<file path="config.mk">
export PLATFORM = sky130hd
export DESIGN_NAME = mem_responder
export DESIGN_NICKNAME = d
export VERILOG_FILES = /design/src/rtl/mem_responder_pkg.sv /design/src/rtl/mem_lane.sv /design/src/rtl/mem_responder.sv
export SDC_FILE = /design/constraint.sdc
export NUM_CORES = 1
export LEC_CHECK = 0
export ABC_CLOCK_PERIOD_IN_PS = 5000
export BUFFER_PORTS_ARGS = -buffer_cell sky130_fd_sc_hd__buf_2
export CAP_MARGIN = 20
export CELL_PAD_IN_SITES_DETAIL_PLACEMENT = 0
export CELL_PAD_IN_SITES_GLOBAL_PLACEMENT = 1
export CORE_ASPECT_RATIO = 0.6
export CORE_MARGIN = 2
export CORE_UTILIZATION = 43
export CTS_BUF_LIST = sky130_fd_sc_hd__clkbuf_8
export CTS_CLUSTER_DIAMETER = 150
export CTS_CLUSTER_SIZE = 40
export DETAILED_ROUTE_END_ITERATION = 6
export PLACE_DENSITY = 0.91
export REMOVE_ABC_BUFFERS = 1
export SYNTH_ARGS = -nofsm -noshare
export SYNTH_HDL_FRONTEND = slang
export SYNTH_SLANG_ARGS = --single-unit
export TNS_END_PERCENT = 1
</file>
<file path="constraint.sdc">
create_clock -name clk -period 5 [get_ports clk]
set_input_delay 0.5 -clock clk [delete_from_list [all_inputs] [get_ports clk]]
set_output_delay 0.5 -clock clk [all_outputs]
set_load 0.005 [all_outputs]
</file>
<file path="src/rtl/mem_responder_pkg.sv">
// Shared encodings for the load/store path: access sizes, responder FSM states,
// the latched request record and the alignment fault rule.
package mem_responder_pkg;

  localparam logic [1:0] SZ_WORD = 2'b00;
  localparam logic [1:0] SZ_HALF = 2'b01;
  localparam logic [1:0] SZ_BYTE = 2'b10;
  localparam logic [1:0] SZ_RSVD = 2'b11;

  localparam logic [2:0] ST_IDLE    = 3'd0;
  localparam logic [2:0] ST_ISSUE   = 3'd1;
  localparam logic [2:0] ST_CAPTURE = 3'd2;
  localparam logic [2:0] ST_WRITE   = 3'd3;
  localparam logic [2:0] ST_DONE    = 3'd4;
  localparam logic [2:0] ST_ERR     = 3'd5;

  typedef struct packed {
    logic        we;
    logic [1:0]  size;
    logic        sign;
    logic [1:0]  lo;
    logic [31:0] wdata;
  } req_t;

  function automatic logic is_fault(input logic [1:0] size, input logic [1:0] lo);
    return (size == SZ_RSVD) ||
           (size == SZ_HALF && lo[0]) ||
           (size == SZ_WORD && lo != 2'b00);
  endfunction

endpackage

</file>
<file path="src/rtl/mem_lane.sv">
// Little-endian lane extract/extend and sub-word merge; purely combinational.
// No state, no handshake: outputs follow inputs in the same cycle.
module mem_lane
  import mem_responder_pkg::*;
(
  input  logic [31:0] word,
  input  logic [1:0]  size,
  input  logic [1:0]  addr_lo,
  input  logic        sign,
  input  logic [15:0] wdata,
  output logic [31:0] ext,
  output logic [31:0] merged
);

  logic [7:0]  bsel;
  logic [15:0] hsel;

  always_comb begin
    bsel   = word[{addr_lo, 3'b000} +: 8];
    hsel   = addr_lo[1] ? word[31:16] : word[15:0];
    ext    = word;
    merged = word;
    case (size)
      SZ_HALF: begin
        ext    = {{16{sign & hsel[15]}}, hsel};
        merged = addr_lo[1] ? {wdata, word[15:0]} : {word[31:16], wdata};
      end
      SZ_BYTE: begin
        ext = {{24{sign & bsel[7]}}, bsel};
        case (addr_lo)
          2'd0:    merged = {word[31:8], wdata[7:0]};
          2'd1:    merged = {word[31:16], wdata[7:0], word[7:0]};
          2'd2:    merged = {word[31:24], wdata[7:0], word[15:0]};
          default: merged = {wdata[7:0], word[23:0]};
        endcase
      end
      default: begin
        ext    = word;
        merged = word;
      end
    endcase
  end

endmodule

</file>
<file path="src/rtl/mem_responder.sv">
// CPU load/store responder onto a 1-cycle-read word RAM; ready after 1 (fault), 2 (word store),
// 3 (load) or 4 (sub-word store) cycles. Single outstanding request; req is ignored while busy.
module mem_responder
  import mem_responder_pkg::*;
#(
  parameter int ADDR_W = 8
) (
  input  logic              clk,
  input  logic              reset,
  input  logic              req,
  input  logic              we,
  input  logic [1:0]        size,
  input  logic              sign,
  input  logic [31:0]       addr,
  input  logic [31:0]       wdata,
  output logic              ready,
  output logic              err,
  output logic [31:0]       rdata,
  output logic [ADDR_W-3:0] ram_addr,
  output logic              ram_we,
  output logic [31:0]       ram_wdata,
  input  logic [31:0]       ram_rdata
);

  logic [2:0]        state, state_nx;
  req_t              req_q;
  logic [ADDR_W-3:0] waddr_q;
  logic [31:0]       buf_q;
  logic [31:0]       lane_ext, lane_merged;
  logic              fault;
  logic              unused_addr_hi;

  assign unused_addr_hi = ^addr[31:ADDR_W];
  assign fault          = is_fault(size, addr[1:0]);

  // Lane logic sees RAM data directly so the load result and the merged
  // store word are both ready on the CAPTURE edge.
  mem_lane u_lane (
    .word    (ram_rdata),
    .size    (req_q.size),
    .addr_lo (req_q.lo),
    .sign    (req_q.sign),
    .wdata   (req_q.wdata[15:0]),
    .ext     (lane_ext),
    .merged  (lane_merged)
  );

  always_comb begin
    state_nx = ST_IDLE;
    case (state)
      ST_IDLE: begin
        state_nx = ST_IDLE;
        if (req) begin
          if (fault)                       state_nx = ST_ERR;
          else if (we && size == SZ_WORD)  state_nx = ST_WRITE;
          else                             state_nx = ST_ISSUE;
        end
      end
      ST_ISSUE:   state_nx = ST_CAPTURE;
      ST_CAPTURE: state_nx = req_q.we ? ST_WRITE : ST_DONE;
      ST_WRITE:   state_nx = ST_DONE;
      default:    state_nx = ST_IDLE;
    endcase
  end

  always_ff @(posedge clk or negedge reset) begin
    if (!reset) begin
      state   <= ST_IDLE;
      req_q   <= '0;
      waddr_q <= '0;
      buf_q   <= '0;
      rdata   <= '0;
    end else begin
      state <= state_nx;
      if (state == ST_IDLE && req) begin
        req_q.we    <= we;
        req_q.size  <= size;
        req_q.sign  <= sign;
        req_q.lo    <= addr[1:0];
        req_q.wdata <= wdata;
        waddr_q     <= addr[ADDR_W-1:2];
      end
      if (state == ST_CAPTURE) begin
        buf_q <= req_q.we ? lane_merged : ram_rdata;
        if (!req_q.we) rdata <= lane_ext;
      end
    end
  end

  always_comb begin
    ready     = (state == ST_DONE) || (state == ST_ERR);
    err       = (state == ST_ERR);
    ram_we    = (state == ST_WRITE);
    ram_addr  = '0;
    ram_wdata = '0;
    if (state == ST_ISSUE || state == ST_CAPTURE || state == ST_WRITE)
      ram_addr = waddr_q;
    if (state == ST_WRITE)
      ram_wdata = (req_q.size == SZ_WORD) ? req_q.wdata : buf_q;
  end

endmodule

</file>
==> qor.csv, run 1 <==
stage,metric,value,unit
synthesis,syn_avg_cell_area,10.5,um2
die,floorplan.die_area,0.0138,mm2
die,initial_core_util,0.449,
die,placeableCoreArea,0.0123,mm2
placement,gpl.final_weighted_congestion,0.881,
worst_hold_path,worst_min_delay_path_class,in -> async,
detailed_routing,post_drt_wl_per_cell,20.3,um
setup_path,worst_ep_arrival_time,2.35,ns
power,ir_worst_vdd,313,uV
sta,final_period_util,0.571,
synthesis,syn_inst_count,523,
clock_tree,cts_sinks,111,
global_route,grt_pass1_vias,4580,
detailed_routing,final_antenna_net_count,0,
final_layout,final_core_util,0.539,
global_route,globalRouteTotalUtil,0.244,
synthesis,synthesis.yosys.warnings,0,
synthesis,async_flop_share,1.00,
sta,layout_setup_ws,2.15,ns
detailed_routing,via_per_inst,5.84,
clock_tree,cts-buffers-inserted,9,
synthesis,post_synth_main_area_contributors,"sky130_fd_sc_hd__dfrtp_1 50%, sky130_fd_sc_hd__mux2_2 10%, sky130_fd_sc_hd__mux2i_1 6.2%",
detailed_routing,drcViolationCount,0,
global_route,initial_antenna_violation_count,0,
die,top_level_pins,176,
sta,worst_slew_margin_rel,0.267,
sta,max_freq,350,MHz
final_layout,layout.cells.most_common,sky130_fd_sc_hd__buf_2,
setup_path,path_buf_inv,2,
power,powerDensity,649,mW/mm2
sta,post_route_worst_hold_slack,0.267,ns
job,max-cap-violations,0,
detailed_routing,drt_iter0_drc,521,
detailed_routing,drt_pre_antenna_iters,5,
final_layout,area_growth,20.0,%
run_status,run_status,finished clean,
placement,dp_cells,808,
setup_path,path_cells,inv_1 > ha_2 > mux2i_1 > nor2_1 > buf_2,
clock_tree,number_of_post_cts_setup_repair_buffers,0,
clock_tree,cts_tree,yes,
placement,detailedPlace.worstSlack,2.33,ns
power,leakage_power_of_the_design,3.07,nW
synthesis,yosys.area.top_type,sky130_fd_sc_hd__dfrtp_1,
placement,place_hpwl,11900,um
setup_path,critical_path.max_fanout,32,
sta,worst_pin_slew,1.10,ns
detailed_routing,totalWireLength,16700,um
setup_path,critical_path.max_stage_delay,0.92,ns
setup_path,cpLargestDelayFamily,adder cells,
detailed_routing,detailroute.via_count,4816,
clock_tree,post_cts_resized,0,
final_layout,final-instance-count-excl-fill,824,
setup_path,critical_path.startpoint_type,register,
synthesis,seq_area_frac_synth,0.504,
synthesis,synth.ff_latch_count,111,
final_layout,layout.cells.most_common_list,"150 x sky130_fd_sc_hd__buf_2, 111 x sky130_fd_sc_hd__dfrtp_1, 85 x sky130_fd_sc_hd__nor2_1, 49 x sky130_fd_sc_hd__mux2_2, 34 x sky130_fd_sc_hd__mux2i_1",
synthesis,yosysUniqueCellTypes,41,
synthesis,post_synth_instance_area,0.00552,mm2
clock_tree,cts.htree.levels,3,
setup_path,cp_data_required_time,4.50,ns
sta,fin_worst_skew,0.00598,ns
die,die_width,150,um
synthesis,synth_edf_count,0,
clock_tree,clk-insertion-delay-late,0.38,ns
sta,setup_repair_after_global_routing_missed_its_margin,no,
final_layout,num_antenna_cells,0,
die,dieHeight,91.7,um
setup_path,critPathSlowestCell,sky130_fd_sc_hd__ha_2,
sta,fin_crit,2.85,ns
sta,slew_violations,0,
die,placement_rows,31,
global_route,grt_pass1_wl,25600,um
global_route,globalRouteOverflowTotal,0,
synthesis,yosys_most_used_dff,sky130_fd_sc_hd__dfrtp_1,
placement,portBuffers,151,
clock_tree,clock-root-buffer,sky130_fd_sc_hd__clkbuf_8,
synthesis,post-synth-top-area-fraction,0.504,
global_route,maximum_number_of_pins_on_one_net_before_global_route_repair,78,
setup_path,critPathKind,reg -> out,
setup_path,timing.critical_path.to_type,output port,
final_layout,drive_above_1_share,0.349,
sta,final-hold-violation-count,0,
clock_tree,cts_buffer_depth,2,
final_layout,final_net_count,761,
sta,final_setup_violation_count,0,
clock_tree,clk_transition_reported_paths,0.10,ns
clock_tree,cts_hold_buf,0,
## kinds of logic after synthesis
family,count (synthesis),synth area share
flops,111,0.504
buf+inv,43,0.0318
compound gates,115,0.156
simple gates,168,0.140
fa+ha+maj,3,0.00680
mux,83,0.162
## power by group
group	leakage, nW	total (mW)	switching, mW	internal (mW)
Combinational	1.65	2.01	1.07	0.941
Clock	0.0980	0.573	0.314	0.259
Sequential	1.33	1.72	0.372	1.35
## cell type report
class                   instances  area [um2]
multi-input cells             369        2570
flip-flops and latches        111        2780
well taps                     165         206
clock inverters                 4        53.8
inverters                       7        26.3
repair buffers                157         831
fillers                      1095        5670
clock buffers                  11         151
## state kept, by name (all words and copies together) (netlist names)
register and flops:
req_q 38, buf_q 32, rdata 32, waddr_q 6, state 3
## Yosys cell counts, types with 3 or more instances
cell type,count
sky130_fd_sc_hd__a211oi_1,9
sky130_fd_sc_hd__a21oi_1,24
sky130_fd_sc_hd__a221o_1,31
sky130_fd_sc_hd__a221oi_1,9
sky130_fd_sc_hd__a22oi_1,8
sky130_fd_sc_hd__and2_1,23
sky130_fd_sc_hd__buf_1,5
sky130_fd_sc_hd__buf_2,8
sky130_fd_sc_hd__clkbuf_1,22
sky130_fd_sc_hd__dfrtp_1,111
sky130_fd_sc_hd__ha_1,3
sky130_fd_sc_hd__inv_1,6
sky130_fd_sc_hd__mux2_2,49
sky130_fd_sc_hd__mux2i_1,34
sky130_fd_sc_hd__nand2_1,32
sky130_fd_sc_hd__nand2b_1,4
sky130_fd_sc_hd__nor2_1,86
sky130_fd_sc_hd__nor3_1,8
sky130_fd_sc_hd__o211ai_1,7
sky130_fd_sc_hd__o21ai_0,14
sky130_fd_sc_hd__o22ai_1,5
## path summary, 6_finish.rpt
kind                            slack [ns]  cells after the start             to  startpoint
worst max-delay path                  2.15                      5  ram_wdata[12]   req_q[36]
worst min-delay path                  0.27                      1     waddr_q[0]       reset
worst max register to register        2.31                      5       buf_q[3]   req_q[36]
worst min register to register        0.51                      1     waddr_q[0]  waddr_q[0]
max in group asynchronous             3.68                      2      rdata[13]       reset
min in group clk                      0.34                      2     waddr_q[1]     addr[3]
## metal layers
metal	wire length, um	track usage	share of wire	up-vias
met2	6790	0.324	0.41	255
met5	0	0	0	-
li1	-	-	-	2151
met1	7830	0.379	0.47	2389
met4	165	0.0456	0.0099	0
met3	1950	0.0856	0.12	21
## stage by stage
stage          cell area, um2  setup TNS [ns]  power [mW]
3_3_place_gp             6370               0        3.60
6_report                 6620               0        4.30
5_1_grt                  6620               0        4.60
4_1_cts                  6590               0        4.26
2_1_floorplan            5370          -45.80        2.99
3_5_place_dp             6390               0        3.69
No activity file was read; power rests on OpenSTA's default activity.
==> run 2: changes to the inputs <==
--- a/config.mk
+++ b/config.mk
@@ -5,19 +5,19 @@
 export SDC_FILE = /design/constraint.sdc
 export NUM_CORES = 1
 export LEC_CHECK = 0
-export ABC_CLOCK_PERIOD_IN_PS = 5000
+export ABC_CLOCK_PERIOD_IN_PS = 2900
 export BUFFER_PORTS_ARGS = -buffer_cell sky130_fd_sc_hd__buf_2
 export CAP_MARGIN = 20
 export CELL_PAD_IN_SITES_DETAIL_PLACEMENT = 0
 export CELL_PAD_IN_SITES_GLOBAL_PLACEMENT = 1
 export CORE_ASPECT_RATIO = 0.6
 export CORE_MARGIN = 2
-export CORE_UTILIZATION = 43
+export CORE_UTILIZATION = 40
 export CTS_BUF_LIST = sky130_fd_sc_hd__clkbuf_8
 export CTS_CLUSTER_DIAMETER = 150
 export CTS_CLUSTER_SIZE = 40
 export DETAILED_ROUTE_END_ITERATION = 6
-export PLACE_DENSITY = 0.91
+export PLACE_DENSITY = 0.85
 export REMOVE_ABC_BUFFERS = 1
 export SYNTH_ARGS = -nofsm -noshare
 export SYNTH_HDL_FRONTEND = slang
==> constraint.sdc (replaced) <==
create_clock -name clk -period 2.9 [get_ports clk]
set_input_delay 0.29 -clock clk [delete_from_list [all_inputs] [get_ports clk]]
set_output_delay 0.29 -clock clk [all_outputs]
set_load 0.005 [all_outputs]
==> qor.csv, run 2 (synthesis results as in run 1) <==
stage,metric,value,unit,change
placement,gpl.final_weighted_congestion,0.872,,was 0.881
global_route,globalRouteTotalUtil,0.229,,was 0.244
final_layout,largest_registers_in_the_final_layout,"req_q (38), buf_q (32), rdata (32)",,unchanged
clock_tree,clk-insertion-delay-late,0.38,ns,about the same
setup_path,cp_data_required_time,2.61,ns,was 4.50 ns
sta,fin_crit,2.36,ns,
detailed_routing,post_drt_wl_per_cell,20.0,um,was 20.3 um
sta,worst_slew_margin_rel,0.557,,was 0.267
global_route,maximum_number_of_pins_on_one_net_before_global_route_repair,63,,was 78
final_layout,final-seq-area,0.00278,mm2,unchanged
clock_tree,number_of_post_cts_setup_repair_buffers,0,,unchanged
global_route,grt_pass1_wl,25500,um,was 25600 um
placement,dpl-instance-area,0.00647,mm2,was 0.00639 mm2
final_layout,final_core_util,0.491,,was 0.539
power,p_total,7.26,mW,was 4.30 mW
final_layout,multi_input_comb_area,0.00257,mm2,unchanged
run_status,run_status,finished clean,,unchanged
power,leakage_power_of_the_design,3.09,nW,was 3.07 nW
setup_path,path_cells,inv_1 > ha_2 > buf_4 > mux2i_1 > nor2_1 > buf_2,,was inv_1 > ha_2 > mux2i_1 > nor2_1 > buf_2
clock_tree,cts_sinks,111,,unchanged
setup_path,timing.critical_path.to_type,output port,,unchanged
detailed_routing,final_antenna_net_count,0,,unchanged
clock_tree,cts.htree.levels,3,,unchanged
sta,final-hold-violation-count,0,,unchanged
clock_tree,cts_buffer_depth,2,,unchanged
sta,slew_violations,0,,unchanged
setup_path,critical_path_cell_count,6,,was 5
power,powerDensity,1090,mW/mm2,was 649 mW/mm2
clock_tree,cts-buffers-inserted,9,,unchanged
detailed_routing,drcViolationCount,0,,unchanged
power,p_int,4.27,mW,was 2.55 mW
setup_path,critPathSlowestCell,sky130_fd_sc_hd__buf_4,,was sky130_fd_sc_hd__ha_2
die,placement_rows,33,,was 31
clock_tree,cts_hold_buf,1,,was 0
setup_path,r2r-start,req_q[35],,was req_q[36]
power,net_sw_frac,0.411,,was 0.408
sta,post_route_worst_hold_slack,0.127,ns,was 0.267 ns
die,die_width,156,um,was 150 um
final_layout,max_reg_flops,38,,unchanged
final_layout,drive_above_1_share,0.354,,was 0.349
power,p_switching,2.98,mW,was 1.75 mW
sta,fin_worst_skew,0.0144,ns,was 0.00598 ns
sta,final_setup_violation_count,0,,unchanged
clock_tree,clock-root-buffer,sky130_fd_sc_hd__clkbuf_8,,unchanged
sta,max_freq,424,MHz,
final_layout,finish.instance_area,0.00665,mm2,was 0.00662 mm2
worst_hold_path,worst_min_delay_path_class,in -> reg,,was in -> async
setup_path,worst_ep_arrival_time,2.07,ns,was 2.35 ns
global_route,initial_antenna_violation_count,1,,was 0
setup_path,critical_path.startpoint_type,register,,unchanged
clock_tree,cts_tree,yes,,unchanged
setup_path,startpoint_of_the_worst_setup_timing_path,req_q[35],,was req_q[36]
sta,setup_repair_after_global_routing_missed_its_margin,no,,unchanged
setup_path,r2r_end,buf_q[3],,unchanged
setup_path,worst_r2r_path_depth,6,,was 5
power,power.share.clock,0.118,,was 0.133
power,share_comb_of_total_power,0.477,,was 0.467
final_layout,layout.cells.most_common_list,"150 x sky130_fd_sc_hd__buf_2, 111 x sky130_fd_sc_hd__dfrtp_1, 85 x sky130_fd_sc_hd__nor2_1, 49 x sky130_fd_sc_hd__mux2_2, 34 x sky130_fd_sc_hd__mux2i_1",,unchanged
sta,setup_total_negative_slack,0,ns,unchanged
die,floorplan.die_area,0.0148,mm2,was 0.0138 mm2
final_layout,num_antenna_cells,0,,unchanged
setup_path,critical_path.max_fanout,32,,unchanged
detailed_routing,via_per_inst,5.61,,was 5.84
detailed_routing,totalWireLength,16900,um,was 16700 um
die,placeableCoreArea,0.0135,mm2,was 0.0123 mm2
global_route,grt_pass1_vias,4553,,was 4580
setup_path,timing.reg2reg.setup_slack,0.64,ns,was 2.31 ns
setup_path,crit_end,ram_wdata[8],,was ram_wdata[12]
final_layout,layout.cells.most_common,sky130_fd_sc_hd__buf_2,,unchanged
global_route,globalRouteOverflowTotal,0,,unchanged
setup_path,critical_path.max_stage_delay,0.47,ns,was 0.92 ns
detailed_routing,drt_pre_antenna_iters,5,,unchanged
power,ir_worst_vdd,442,uV,was 313 uV
die,dieHeight,95.0,um,was 91.7 um
final_layout,area_growth,20.5,%,was 20.0%
die,top_level_pins,176,,unchanged
sta,final_period_util,0.812,,
final_layout,regMostFlops,req_q,,unchanged
setup_path,path_buf_inv,3,,was 2
placement,place_hpwl,12300,um,was 11900 um
clock_tree,post_cts_resized,0,,unchanged
placement,portBuffers,151,,unchanged
worst_hold_path,min_path_cells,2,,
detailed_routing,drt_iter0_drc,583,,was 521
final_layout,final_net_count,769,,was 761
die,initial_core_util,0.407,,was 0.449
setup_path,critPathKind,reg -> out,,unchanged
job,max-cap-violations,0,,unchanged
clock_tree,clk_transition_reported_paths,0.11,ns,was 0.10 ns
setup_path,cpLargestDelayFamily,buffers and inverters,,was adder cells
sta,worst_pin_slew,0.665,ns,was 1.10 ns
power,p_seq_frac,0.405,,was 0.400
final_layout,fillers,1276,,was 1095
detailed_routing,detailroute.via_count,4723,,was 4816
[run 2: per-layer routing]
metal / global-route usage / vias to the layer above / share of wire
met5: 0 / - / 0.00065
met4: 0.0398 / 2 / 0.0096
met3: 0.0766 / 19 / 0.10
met2: 0.320 / 213 / 0.40
met1: 0.345 / 2325 / 0.49
li1: - / 2164 / -
[run 2: worst min path at each step]
| stage | startpoint | endpoint | slack, ns |
|---|---|---|---|
| floorplan | reset | buf_q[0] | -0.006 |
| detailed placement | reset | req_q[22] | 0.36 |
| global placement | reset | req_q[22] | 0.35 |
| global route | wdata[2] | req_q[2] | 0.12 |
| CTS | wdata[17] | req_q[17] | 0.12 |
| finish | wdata[17] | req_q[17] | 0.13 |
[run 2: final cells by class]
class,count,share of cell area
clock buffers,10,0.0207
clock inverters,5,0.00546
inverters,7,0.00395
multi-input cells,369,0.387
flip-flops and latches,111,0.418
well taps,175,0.0329
repair buffers,165,0.132
[run 2: power by group through the flow]
stage                     Sequential [mW]  Clock, mW  Combinational [mW]
after floorplan                      2.78          0                2.37
after global placement               2.92          0                3.35
after detailed placement             2.95          0                3.46
after CTS                            2.94      0.883                3.48
after global routing                 3.05      0.934                3.81
final                                2.94      0.854                3.46
[run 2: through the flow]
stage | setup WS (ns) | instances
floorplan | -3.13 | 487
global placement | 0.749 | 826
detailed placement | 0.710 | 826
CTS | 0.544 | 842
global route | 0.419 | 842
finish | 0.544 | 842
